File: config.mk
export PLATFORM = sky130hd
export DESIGN_NAME = serial_adder
export DESIGN_NICKNAME = d
export VERILOG_FILES = /design/src/rtl/serial_adder.sv
export SDC_FILE = /design/constraint.sdc
export NUM_CORES = 1
export LEC_CHECK = 0
export CAP_MARGIN = 25
export CORE_MARGIN = 2
export CORE_UTILIZATION = 33
export CTS_BUF_LIST = sky130_fd_sc_hd__clkbuf_8
export CTS_CLUSTER_SIZE = 10
export DETAILED_ROUTE_END_ITERATION = 8
export DONT_BUFFER_PORTS = 1
export GPL_TIMING_DRIVEN = 0
export PLACE_DENSITY = 0.5
export SYNTH_ARGS = -nofsm -noshare
export SYNTH_HDL_FRONTEND = slang
export SYNTH_SLANG_ARGS = --single-unit
File: constraint.sdc
create_clock -name clk -period 1.8 [get_ports clk]
set_clock_uncertainty 0.05 [all_clocks]
set_input_delay 0.18 -clock clk [delete_from_list [all_inputs] [get_ports clk]]
set_output_delay 0.18 -clock clk [all_outputs]
set_load 0.05 [all_outputs]
File: src/rtl/serial_adder.sv
// serial_adder: bit-serial word adder, one full-adder cell plus a carry flop.
// Operands are taken on an in_valid/in_ready handshake and summed LSB first,
// one bit per clock; the result is offered on an out_valid/out_ready handshake.
// Optional build macro SERIAL_ADDER_SUB_EN adds a 'sub' input selecting A-B.
module serial_adder #(
    parameter int WIDTH = 8
) (
    input  logic             clk,
    input  logic             rst_n,
    input  logic             in_valid,
    output logic             in_ready,
    input  logic [WIDTH-1:0] a,
    input  logic [WIDTH-1:0] b,
    input  logic             cin,
`ifdef SERIAL_ADDER_SUB_EN
    input  logic             sub,
`endif
    output logic             out_valid,
    input  logic             out_ready,
    output logic [WIDTH-1:0] sum,
    output logic             cout
);

    // count must reach WIDTH-1; a 1-bit word still needs a 1-bit counter
    localparam int CW = (WIDTH > 1) ? $clog2(WIDTH) : 1;

    typedef enum logic [1:0] {
        IDLE = 2'd0,
        ADD  = 2'd1,
        HOLD = 2'd2
    } state_t;

    state_t           state, state_nx;
    logic [WIDTH-1:0] a_sr, b_sr, sum_sr, sum_nx;
    logic [WIDTH-1:0] sum_q;
    logic             cout_q;
    logic             carry;
    logic [CW-1:0]    count;
    logic             last;
    logic             fa_s, fa_c;
    logic [WIDTH-1:0] b_load;
    logic             carry_load;

    // operand preparation: subtraction is A + ~B + 1, CIN ignored
`ifdef SERIAL_ADDER_SUB_EN
    assign b_load     = sub ? ~b : b;
    assign carry_load = sub ? 1'b1 : cin;
`else
    assign b_load     = b;
    assign carry_load = cin;
`endif

    assign last = (count == CW'(WIDTH - 1));

    // the single full-adder cell and the right-shifted sum word it feeds
    always_comb begin
        fa_s   = a_sr[0] ^ b_sr[0] ^ carry;
        fa_c   = (a_sr[0] & b_sr[0]) | (a_sr[0] & carry) | (b_sr[0] & carry);
        sum_nx = sum_sr >> 1;
        sum_nx[WIDTH-1] = fa_s;
    end

    // state register; reset may land mid-word and simply abandons it
    always_ff @(posedge clk or negedge rst_n) begin
        if (!rst_n) state <= IDLE;
        else        state <= state_nx;
    end

    // next state and handshake outputs, decoded from state only
    always_comb begin
        state_nx  = state;
        in_ready  = 1'b0;
        out_valid = 1'b0;
        case (state)
            IDLE: begin
                in_ready = 1'b1;
                if (in_valid) state_nx = ADD;
            end
            ADD: begin
                if (last) state_nx = HOLD;
            end
            HOLD: begin
                out_valid = 1'b1;
                if (out_ready) state_nx = IDLE;
            end
            default: state_nx = IDLE;
        endcase
    end

    // datapath: operand capture, per-bit shift, result load on the last bit
    always_ff @(posedge clk or negedge rst_n) begin
        if (!rst_n) begin
            a_sr   <= '0;
            b_sr   <= '0;
            sum_sr <= '0;
            carry  <= 1'b0;
            count  <= '0;
            sum_q  <= '0;
            cout_q <= 1'b0;
        end else begin
            case (state)
                IDLE: begin
                    if (in_valid) begin
                        a_sr   <= a;
                        b_sr   <= b_load;
                        carry  <= carry_load;
                        sum_sr <= '0;
                        count  <= '0;
                    end
                end
                ADD: begin
                    a_sr   <= a_sr >> 1;
                    b_sr   <= b_sr >> 1;
                    sum_sr <= sum_nx;
                    carry  <= fa_c;
                    count  <= count + CW'(1);
                    if (last) begin
                        sum_q  <= sum_nx;
                        cout_q <= fa_c;
                    end
                end
                default: ;
            endcase
        end
    end

    assign sum  = sum_q;
    assign cout = cout_q;

endmodule

==> results.yml, run 1 <==
clock_network:
  cts_tree: "built"
  clock_latency_ns: 0.29
  cts_max_level: 2
  clk_path_buf_depth: 2
  cts_sinks: 38
  cts_buffers: 5
  clk_pin_slew_ns: 0.08
  cts_root_buf: "clkbuf_8"
  postCtsSetupBuffers: 0
logic_synthesis:
  synth_area_um2: 1690
  synth_nets: 158
  synth.most_common_cell: "dfrtp_1"
  yosysTopAreaCellShare_pct: 56.3
  ys_warn_count: 0
  synth.distinct_cells: 23
  yosysTopAreaCell: "dfrtp_1"
  ys_seq_area_share_pct: 56.3
  synth_edf_count: 0
  ys_async_sr_fraction_pct: 100
  syn_area_per_cell_um2: 12.6
  synthCells: 134
  synthFlopType: "dfrtp_1"
  synth.area.top_cells: "dfrtp_1 (56%), o22ai_1 (8.9%), mux2_4 (8.0%)"
  synthTopCellsByCount: "dfrtp_1 (38), o22ai_1 (24), a21oi_1 (13)"
  synth-seq-cells: 38
drt:
  post_drt_wl_per_cell_um: 16.6
  wl_um: 3600
  viasPerCell: 5.48
  vias: 1190
  ant_nets: 0
  drc: 0
  drt-initial-drc-count: 48
  first_pass_iters: 4
global_route:
  grt.overflow.total: 0
  gr-usage-met3_pct: 5.29
  grt_usage_pct: 13.9
  global_route.usage.met1_pct: 17.3
  grtUsageMet2_pct: 22.4
  grt_max_degree: 39
  grt_pass1_wl_um: 6000
  antenna_found_initial: 0
  grt_pass1_vias: 1271
  busiest_layer: "met2"
sta:
  fin_ws_ns: 0.163
  fin_crit_sh_pct: 90.9
  rsz0062_at_grt: "false"
  drv_slew: 0
  period_needed_ns: 1.64
  fin_hold_ws_ns: 0.0493
  fmax_mhz: 611
  final-setup-viol-count: 0
  slew_headroom_pct: 56.5
  worst_pin_slew_ns: 0.652
  hold_viol: 0
cells_and_area:
  n_antenna_cell: 0
  fillers: 492
  fin_cells: 217
  regArea_um2: 951
  drive_gt1_share_pct: 29.3
  num-nets-final: 170
  multiInputGateArea_um2: 671
  synthToLayoutAreaGrowth_pct: 17.8
setup_path:
  r2r-start: "state[0]$_DFFE_PN0P_"
  end_kind: "primary output"
  critPathArrivalTime_ns: 1.41
  reg2regPathDepth: 4
  worstPathRequired_ns: 1.57
  r2r_setup_slack_ns: 0.27
  r2r_end: "b_sr[1]$_DFFE_PN0P_"
  start_kind: "register"
  path_max_fanout: 10
  critPathKind: "register to primary output"
place:
  gp_congestion: 0.766
  dpl.hpwl_um: 2370
  port_buffers: 0
  dp.cells: 204
  place_ws_ns: -0.0232
power_and_ir_drop:
  power_density_nw_per_um2: 2040
  leakage_nw: 0.870
  peakVddDrop_uv: 810
floorplan:
  ioPinCount: 32
  die_height_um: 75.5
  die-area_um2: 5710
  start_util_pct: 33.7
  coreArea_um2: 5010
  die_w_um: 75.5
  rows: 26
outcome:
  status: "finished, final reports clean"
worst_hold_path:
  holdCritStartpoint: "b[3]"
  min_path_type: "input pin to register"
  holdPathStages: 2
  hold-path-endpoint: "b_sr[3]$_DFFE_PN0P_"
job:
  maxCapViolations: 0
-- worst max-delay path by stage --
stage | from | end | slack [ns] | depth (start not counted)
3_3_place_gp | state[0]$_DFFE_PN0P_ | a_sr[5]$_DFFE_PN0P_ | -0.03 | 4
2_1_floorplan | state[0]$_DFFE_PN0P_ | a_sr[5]$_DFFE_PN0P_ | 0.09 | 4
4_1_cts | state[1]$_DFFE_PN0P_ | out_valid | 0.003 | 4
3_5_place_dp | state[0]$_DFFE_PN0P_ | b_sr[1]$_DFFE_PN0P_ | -0.02 | 4
5_1_grt | state[1]$_DFFE_PN0P_ | out_valid | 0.10 | 4
6_report | state[1]$_DFFE_PN0P_ | out_valid | 0.16 | 4
-- registers in the layout (all words and copies together) (netlist names) --
| signal | cells |
|---|---|
| sum | 8 |
| count | 3 |
| b_sr | 8 |
| a_sr | 8 |
| state | 2 |
| carry | 1 |
| cout | 1 |
| sum_sr | 7 |
-- where the power goes --
group / internal, mW / switching (mW)
sequential: 1.24 / 0.616
clock: 0.591 / 0.309
combinational: 0.691 / 0.603
-- metrics by stage --
step / setup TNS [ns] / power (mW) / utilization, % / area [um2]
floorplan: 0 / 2.87 / - / 1690
finish: 0 / 4.05 / 39.7 / 1990
detailed placement: -0.0430 / 3.14 / 35.5 / 1780
global placement: -0.0503 / 3.09 / 35.5 / 1780
CTS: 0 / 4.08 / 39.6 / 1980
global route: 0 / 4.31 / 39.7 / 1990
-- area by class of cell --
cell class | count | area share, %
Buffer | 11 | 3.52
Clock buffer | 6 | 4.15
Clock inverter | 2 | 3.02
Inverter | 2 | 0.377
Multi-Input combinational cell | 83 | 33.7
Sequential cell | 38 | 47.8
Tap cell | 70 | 4.40
Timing Repair Buffer | 5 | 3.02
-- layer usage --
metal,routed length [um],vias up
met5,0,-
li1,-,534
met2,1610,43
met4,40,0
met3,242,5
met1,1710,608
-- worst max-delay path, cell delays in order (launching register included) --
cell and delay, ns:
dfrtp_1 0.32, buf_4 0.17, inv_1 0.11, buf_2 0.22, nor2_4 0.29
-- cell families after synthesis --
| family | after synthesis | share of synthesized area [%] |
|---|---|---|
| buffers and inverters | 13 | 4.59 |
| AOI/OAI and AO/OA | 56 | 22.4 |
| DFF | 38 | 56.3 |
| adders and majority gates | 3 | 2.67 |
| muxes | 9 | 8.00 |
| and+or+nand+nor | 15 | 6.00 |
-- cells in the final DEF, fill, tap and decap left out, types with 3 or more instances in the layout --
cell / Yosys / layout
a22o_2: 9 / 9
o221a_2: 3 / 3
mux2_4: 9 / 9
nand2_1: 3 / 3
dfrtp_1: 38 / 38
dlygate4sd3_1: 0 / 4
o21ai_0: 5 / 5
nand3b_1: 3 / 3
clkbuf_8: 0 / 6
buf_2: 5 / 5
a21oi_1: 13 / 13
o22ai_1: 24 / 24
-- repair_timing --
action,CTS,global route
pin swaps,0,0
resized for setup,2,1
hold buffers,5,0
setup endpoints to repair,4,1
hold endpoints to repair,41,0
No activity file was read; power rests on OpenSTA's default activity.
==> inputs of run 2 (changes only) <==
--- a/config.mk
+++ b/config.mk
@@ -6,14 +6,17 @@
 export NUM_CORES = 1
 export LEC_CHECK = 0
 export CAP_MARGIN = 25
+export CELL_PAD_IN_SITES_DETAIL_PLACEMENT = 1
+export CELL_PAD_IN_SITES_GLOBAL_PLACEMENT = 1
 export CORE_MARGIN = 2
 export CORE_UTILIZATION = 33
 export CTS_BUF_LIST = sky130_fd_sc_hd__clkbuf_8
+export CTS_CLUSTER_DIAMETER = 60
 export CTS_CLUSTER_SIZE = 10
 export DETAILED_ROUTE_END_ITERATION = 8
 export DONT_BUFFER_PORTS = 1
 export GPL_TIMING_DRIVEN = 0
-export PLACE_DENSITY = 0.5
+export PLACE_DENSITY = 0.57
 export SYNTH_ARGS = -nofsm -noshare
 export SYNTH_HDL_FRONTEND = slang
 export SYNTH_SLANG_ARGS = --single-unit
==> run 2 against run 1 <==
First-iteration DRC count grew 35%. Count of clock-buffer cells in the layout stayed put. Via count down 3.0%. Worst hold slack improved by 0.0094 ns. Setup slack worse by 0.0056 ns. Sequential cell count did not move. Register-to-register slack about the same. Cell area down 2.6%. Clock power down 34%.
==> results.yml, run 2 (synthesis gave the netlist of run 1 again) <==
cells_and_area:
  drive_gt1_share_pct: 28.6
  stdcell_area_um2: 1940
  synthToLayoutAreaGrowth_pct: 14.7
  n_antenna_cell: 0
  mostFrequentLayoutCells: "dfrtp_1 (38), o22ai_1 (24), a21oi_1 (13)"
  fin_util_pct: 38.7
  num-nets-final: 170
  final_common_cell: "dfrtp_1"
place:
  dpl.hpwl_um: 2560
  port_buffers: 0
  gp_congestion: 0.775
  placedInstanceArea_um2: 1780
floorplan:
  coreArea_um2: 5010
  rows: 26
  die-area_um2: 5710
  start_util_pct: 33.7
  die_height_um: 75.5
  die_w_um: 75.5
  ioPinCount: 32
sta:
  worst_pin_slew_ns: 0.653
  final-setup-viol-count: 0
  period_needed_ns: 1.64
  fmax_mhz: 609
  slew_headroom_pct: 56.4
  setup_tns_ns: 0
  hold_viol: 0
  rsz0062_at_grt: "false"
  fin_crit_sh_pct: 91.2
  fin_hold_ws_ns: 0.0587
  drv_slew: 0
clock_network:
  postCtsSetupBuffers: 0
  cts_tree: "built"
  cts_buffers: 5
  clk_path_buf_depth: 2
  clk_pin_slew_ns: 0.07
  cts_max_level: 2
  cts_root_buf: "clkbuf_8"
  cts_sinks: 38
  clock_latency_ns: 0.28
global_route:
  antenna_found_initial: 0
  grt_pass1_vias: 1327
  grt.overflow.total: 0
  grt_usage_pct: 14.9
  grt_max_degree: 39
  grt_pass1_wl_um: 6270
drt:
  first_pass_iters: 4
  drt-initial-drc-count: 65
  wl_um: 3720
  post_drt_wl_per_cell_um: 17.1
  drc: 0
  viasPerCell: 5.32
  vias: 1154
  ant_nets: 0
setup_path:
  path_max_fanout: 10
  reg2regPathDepth: 4
  critPathArrivalTime_ns: 1.41
  start_kind: "register"
  r2r_end: "a_sr[5]$_DFFE_PN0P_"
  r2r_setup_slack_ns: 0.27
  r2r-start: "state[0]$_DFFE_PN0P_"
  worstPathRequired_ns: 1.57
  end_kind: "primary output"
  critPathKind: "register to primary output"
worst_hold_path:
  hold-path-endpoint: "carry$_DFFE_PN0P_"
  min_path_type: "input pin to register"
  holdPathStages: 2
  holdCritStartpoint: "cin"
job:
  maxCapViolations: 0
outcome:
  status: "finished, final reports clean"
power_and_ir_drop:
  peakVddDrop_uv: 633
  power_density_nw_per_um2: 1940
  leakage_nw: 0.851
run 2: cell types whose count changed in the layout (fill, tap and decap cells not counted), sizes merged:
cell / previous run / this run
bufinv: 2 / 0
clkinv: 0 / 1
inv: 2 / 3
run 2: stage by stage:
step / setup WS (ns) / cells / total power, mW
after floorplan: 0.0906 / 134 / 2.87
after global placement: -0.0296 / 204 / 3.09
after detailed placement: -0.0213 / 204 / 3.17
after CTS: 0.141 / 217 / 3.82
after global routing: 0.0495 / 217 / 4.05
final: 0.158 / 217 / 3.77
run 2: what timing repair did:
| action | 4_1_cts | 5_1_grt |
|---|---|---|
| hold endpoints to repair | 41 | 0 |
| gates resized for setup | 3 | 0 |
| hold buffers | 5 | 0 |
| setup endpoints to repair | 5 | 0 |
run 2: worst max path at each step:
stage / slack (ns) / to / from
global placement: -0.03 / a_sr[5]$_DFFE_PN0P_ / state[0]$_DFFE_PN0P_
CTS: 0.14 / out_valid / state[1]$_DFFE_PN0P_
detailed placement: -0.02 / a_sr[5]$_DFFE_PN0P_ / state[0]$_DFFE_PN0P_
global route: 0.05 / out_valid / state[1]$_DFFE_PN0P_
floorplan: 0.09 / a_sr[5]$_DFFE_PN0P_ / state[0]$_DFFE_PN0P_
finish: 0.16 / out_valid / state[1]$_DFFE_PN0P_
run 2: area by class of cell:
type | instances | area, um2
Buffer | 11 | 70.1
Fill cell | 549 | 3070
Tap cell | 70 | 87.6
Timing Repair Buffer | 5 | 60.1
Sequential cell | 38 | 951
Clock buffer | 6 | 82.6
Clock inverter | 2 | 8.76
Inverter | 2 | 7.51
Multi-Input combinational cell | 83 | 671
run 2: critical path, stage by stage (launching register included):
cell and delay, ns:
dfrtp_1 0.33, buf_4 0.17, inv_1 0.12, buf_2 0.22
nor2_4 0.29
run 2: report_power, final:
part	switching, mW	total (mW)	leakage (nW)	internal, mW
combinational	0.613	1.31	0.334	0.696
sequential	0.627	1.87	0.464	1.24
clock	0.287	0.591	0.0524	0.303
total	1.53	3.77	0.851	2.24
run 2: per-layer routing:
layer | routed length (um) | vias to the layer above | share of wire (%) | track usage, %
li1 | - | 532 | - | -
met1 | 1670 | 591 | 45 | 17.7
met2 | 1810 | 27 | 49 | 25.4
met3 | 196 | 4 | 5.3 | 5.16
met4 | 40 | 0 | 1.1 | 4.68
met5 | 0 | - | 0 | 0
==> inputs of run 3 (changes only) <==
--- a/config.mk
+++ b/config.mk
@@ -17,6 +17,7 @@
 export DONT_BUFFER_PORTS = 1
 export GPL_TIMING_DRIVEN = 0
 export PLACE_DENSITY = 0.57
+export REMOVE_ABC_BUFFERS = 1
 export SYNTH_ARGS = -nofsm -noshare
 export SYNTH_HDL_FRONTEND = slang
 export SYNTH_SLANG_ARGS = --single-unit
==> run 3 against run 2 <==
Sequential share of layout area up 1.8 points. Total power down 2.9%. Global-route usage down 1.3 points. Cell area down 3.6%. Critical path depth down 2. Via count down 1.8%. Wire length down 4.3%. Non-clock buffer count down 11. Sequential power about the same.
==> results.yml, run 3 (synthesis gave the netlist of run 1 again) <==
place:
  port_buffers: 0
  dpl.hpwl_um: 2410
  gp_congestion: 0.727
  place_ws_ns: -0.0673
clock_network:
  clk_path_buf_depth: 2
  clk_pin_slew_ns: 0.07
  cts_max_level: 2
  cts_tree: "built"
  clock_latency_ns: 0.28
  cts_root_buf: "clkbuf_8"
  cts_sinks: 38
  cts_buffers: 5
power_and_ir_drop:
  p_clk_share_pct: 16.0
  comb_power_share_pct: 32.1
  power_frac_seq_pct: 51.9
  switching_power_mw: 1.49
  internal_power_mw: 2.17
  power_density_nw_per_um2: 1960
  peakVddDrop_uv: 518
  totalPowerFinal_mw: 3.66
  leakage_nw: 0.805
  p_sw_share_pct: 40.8
cells_and_area:
  drive_gt1_share_pct: 25.7
  final_common_cell: "dfrtp_1"
  n_antenna_cell: 0
  num-nets-final: 159
  fin_util_pct: 37.3
  synthToLayoutAreaGrowth_pct: 10.7
  mostFrequentLayoutCells: "dfrtp_1 (38), o22ai_1 (24), a21oi_1 (13)"
global_route:
  antenna_found_initial: 0
  grt_pass1_vias: 1198
  grt_max_degree: 39
  grt_pass1_wl_um: 5840
  grt_usage_pct: 13.6
  grt.overflow.total: 0
setup_path:
  crit_chain: "clkinvlp_4 > nor2_4"
  critPathArrivalTime_ns: 1.44
  end_kind: "primary output"
  cpPeakStageDelay_ns: 0.58
  worstPathRequired_ns: 1.57
  critPathKind: "register to primary output"
  slowest_stage: "dfrtp_1"
  reg2regPathDepth: 3
  path_max_fanout: 10
  start_kind: "register"
drt:
  wl_um: 3560
  vias: 1133
  first_pass_iters: 4
  drt-initial-drc-count: 14
  post_drt_wl_per_cell_um: 17.3
  ant_nets: 0
  drc: 0
  viasPerCell: 5.50
sta:
  fin_crit_sh_pct: 92.6
  hold_viol: 0
  fin_ws_ns: 0.134
  slew_headroom_pct: 46.1
  rsz0062_at_grt: "false"
  final-setup-viol-count: 0
  period_needed_ns: 1.67
  worst_pin_slew_ns: 0.807
  fmax_mhz: 600
  fin_hold_ws_ns: 0.00520
  drv_slew: 0
floorplan:
  start_util_pct: 33.7
  die-area_um2: 5710
  ioPinCount: 32
  die_height_um: 75.5
  coreArea_um2: 5010
  die_w_um: 75.5
  rows: 26
worst_hold_path:
  min_path_type: "input pin to register"
  holdPathStages: 2
outcome:
  status: "finished, final reports clean"
job:
  maxCapViolations: 0
run 3: cell types whose count changed in the layout (fill, tap and decap cells not counted), sizes merged:
| cell | before | now |
|---|---|---|
| buf | 10 | 2 |
| inv | 3 | 2 |
| dlygate4sd3 | 4 | 3 |
| clkinvlp | 0 | 1 |
| clkbuf | 8 | 6 |
run 3: through the flow:
| step | setup TNS [ns] | cells | cell area [um2] |
|---|---|---|---|
| global route | 0 | 206 | 1870 |
| CTS | 0 | 205 | 1860 |
| global placement | -0.134 | 193 | 1710 |
| detailed placement | -0.150 | 193 | 1710 |
| finish | 0 | 206 | 1870 |
| floorplan | 0 | 123 | 1620 |
run 3: metal layers:
layer  GRT usage, %  share of wire, %  vias up  wire length (um)
met2           22.9                50       29              1790
met4           3.51              0.39        0                14
met5              0                 0        -                 0
met1           16.9                45      590              1620
li1               -                 -      512                 -
met3           4.50               3.9        2               139
run 3: power groups by stage:
stage | Combinational [mW] | Sequential (mW) | Clock, mW
after floorplan | 0.957 | 1.81 | 0
after global placement | 1.09 | 1.89 | 0
final | 1.17 | 1.90 | 0.585
after global routing | 1.30 | 1.96 | 0.648
after CTS | 1.19 | 1.90 | 0.607
after detailed placement | 1.15 | 1.92 | 0
run 3: critical path: cells and delay by family, from the launching register on:
| kind | cells | cell delay (ns) |
|---|---|---|
| buf+inv | 1 | 0.26 |
| flops | 1 | 0.58 |
| simple gates | 1 | 0.32 |
run 3: layout make-up:
type / count / area (um2)
Fill cell: 572 / 3140
Sequential cell: 38 / 951
Inverter: 2 / 11.3
Timing Repair Buffer: 5 / 57.6
Clock inverter: 2 / 8.76
Multi-Input combinational cell: 83 / 671
Clock buffer: 6 / 82.6
Tap cell: 70 / 87.6
run 3: worst paths after layout:
check	start	to	slack, ns
setup / recovery	state[1]$_DFFE_PN0P_	out_valid	0.13
hold / removal	b[7]	b_sr[7]$_DFFE_PN0P_	0.005
setup reg to reg	state[0]$_DFFE_PN0P_	sum[3]$_DFFE_PN0P_	0.17
hold reg to reg	sum_sr[1]$_DFFE_PN0P_	sum_sr[1]$_DFFE_PN0P_	0.47
max in group asynchronous	rst_n	sum_sr[2]$_DFFE_PN0P_	1.19
min in group asynchronous	rst_n	sum_sr[1]$_DFFE_PN0P_	0.31
run 3: what timing repair did:
action	4_1_cts	5_1_grt
setup endpoints to repair	5	1
hold buffers	4	0
gates cloned	0	0
hold endpoints to repair	40	0
buffers inserted	0	1
gates resized for setup	3	1
pin swaps	0	0
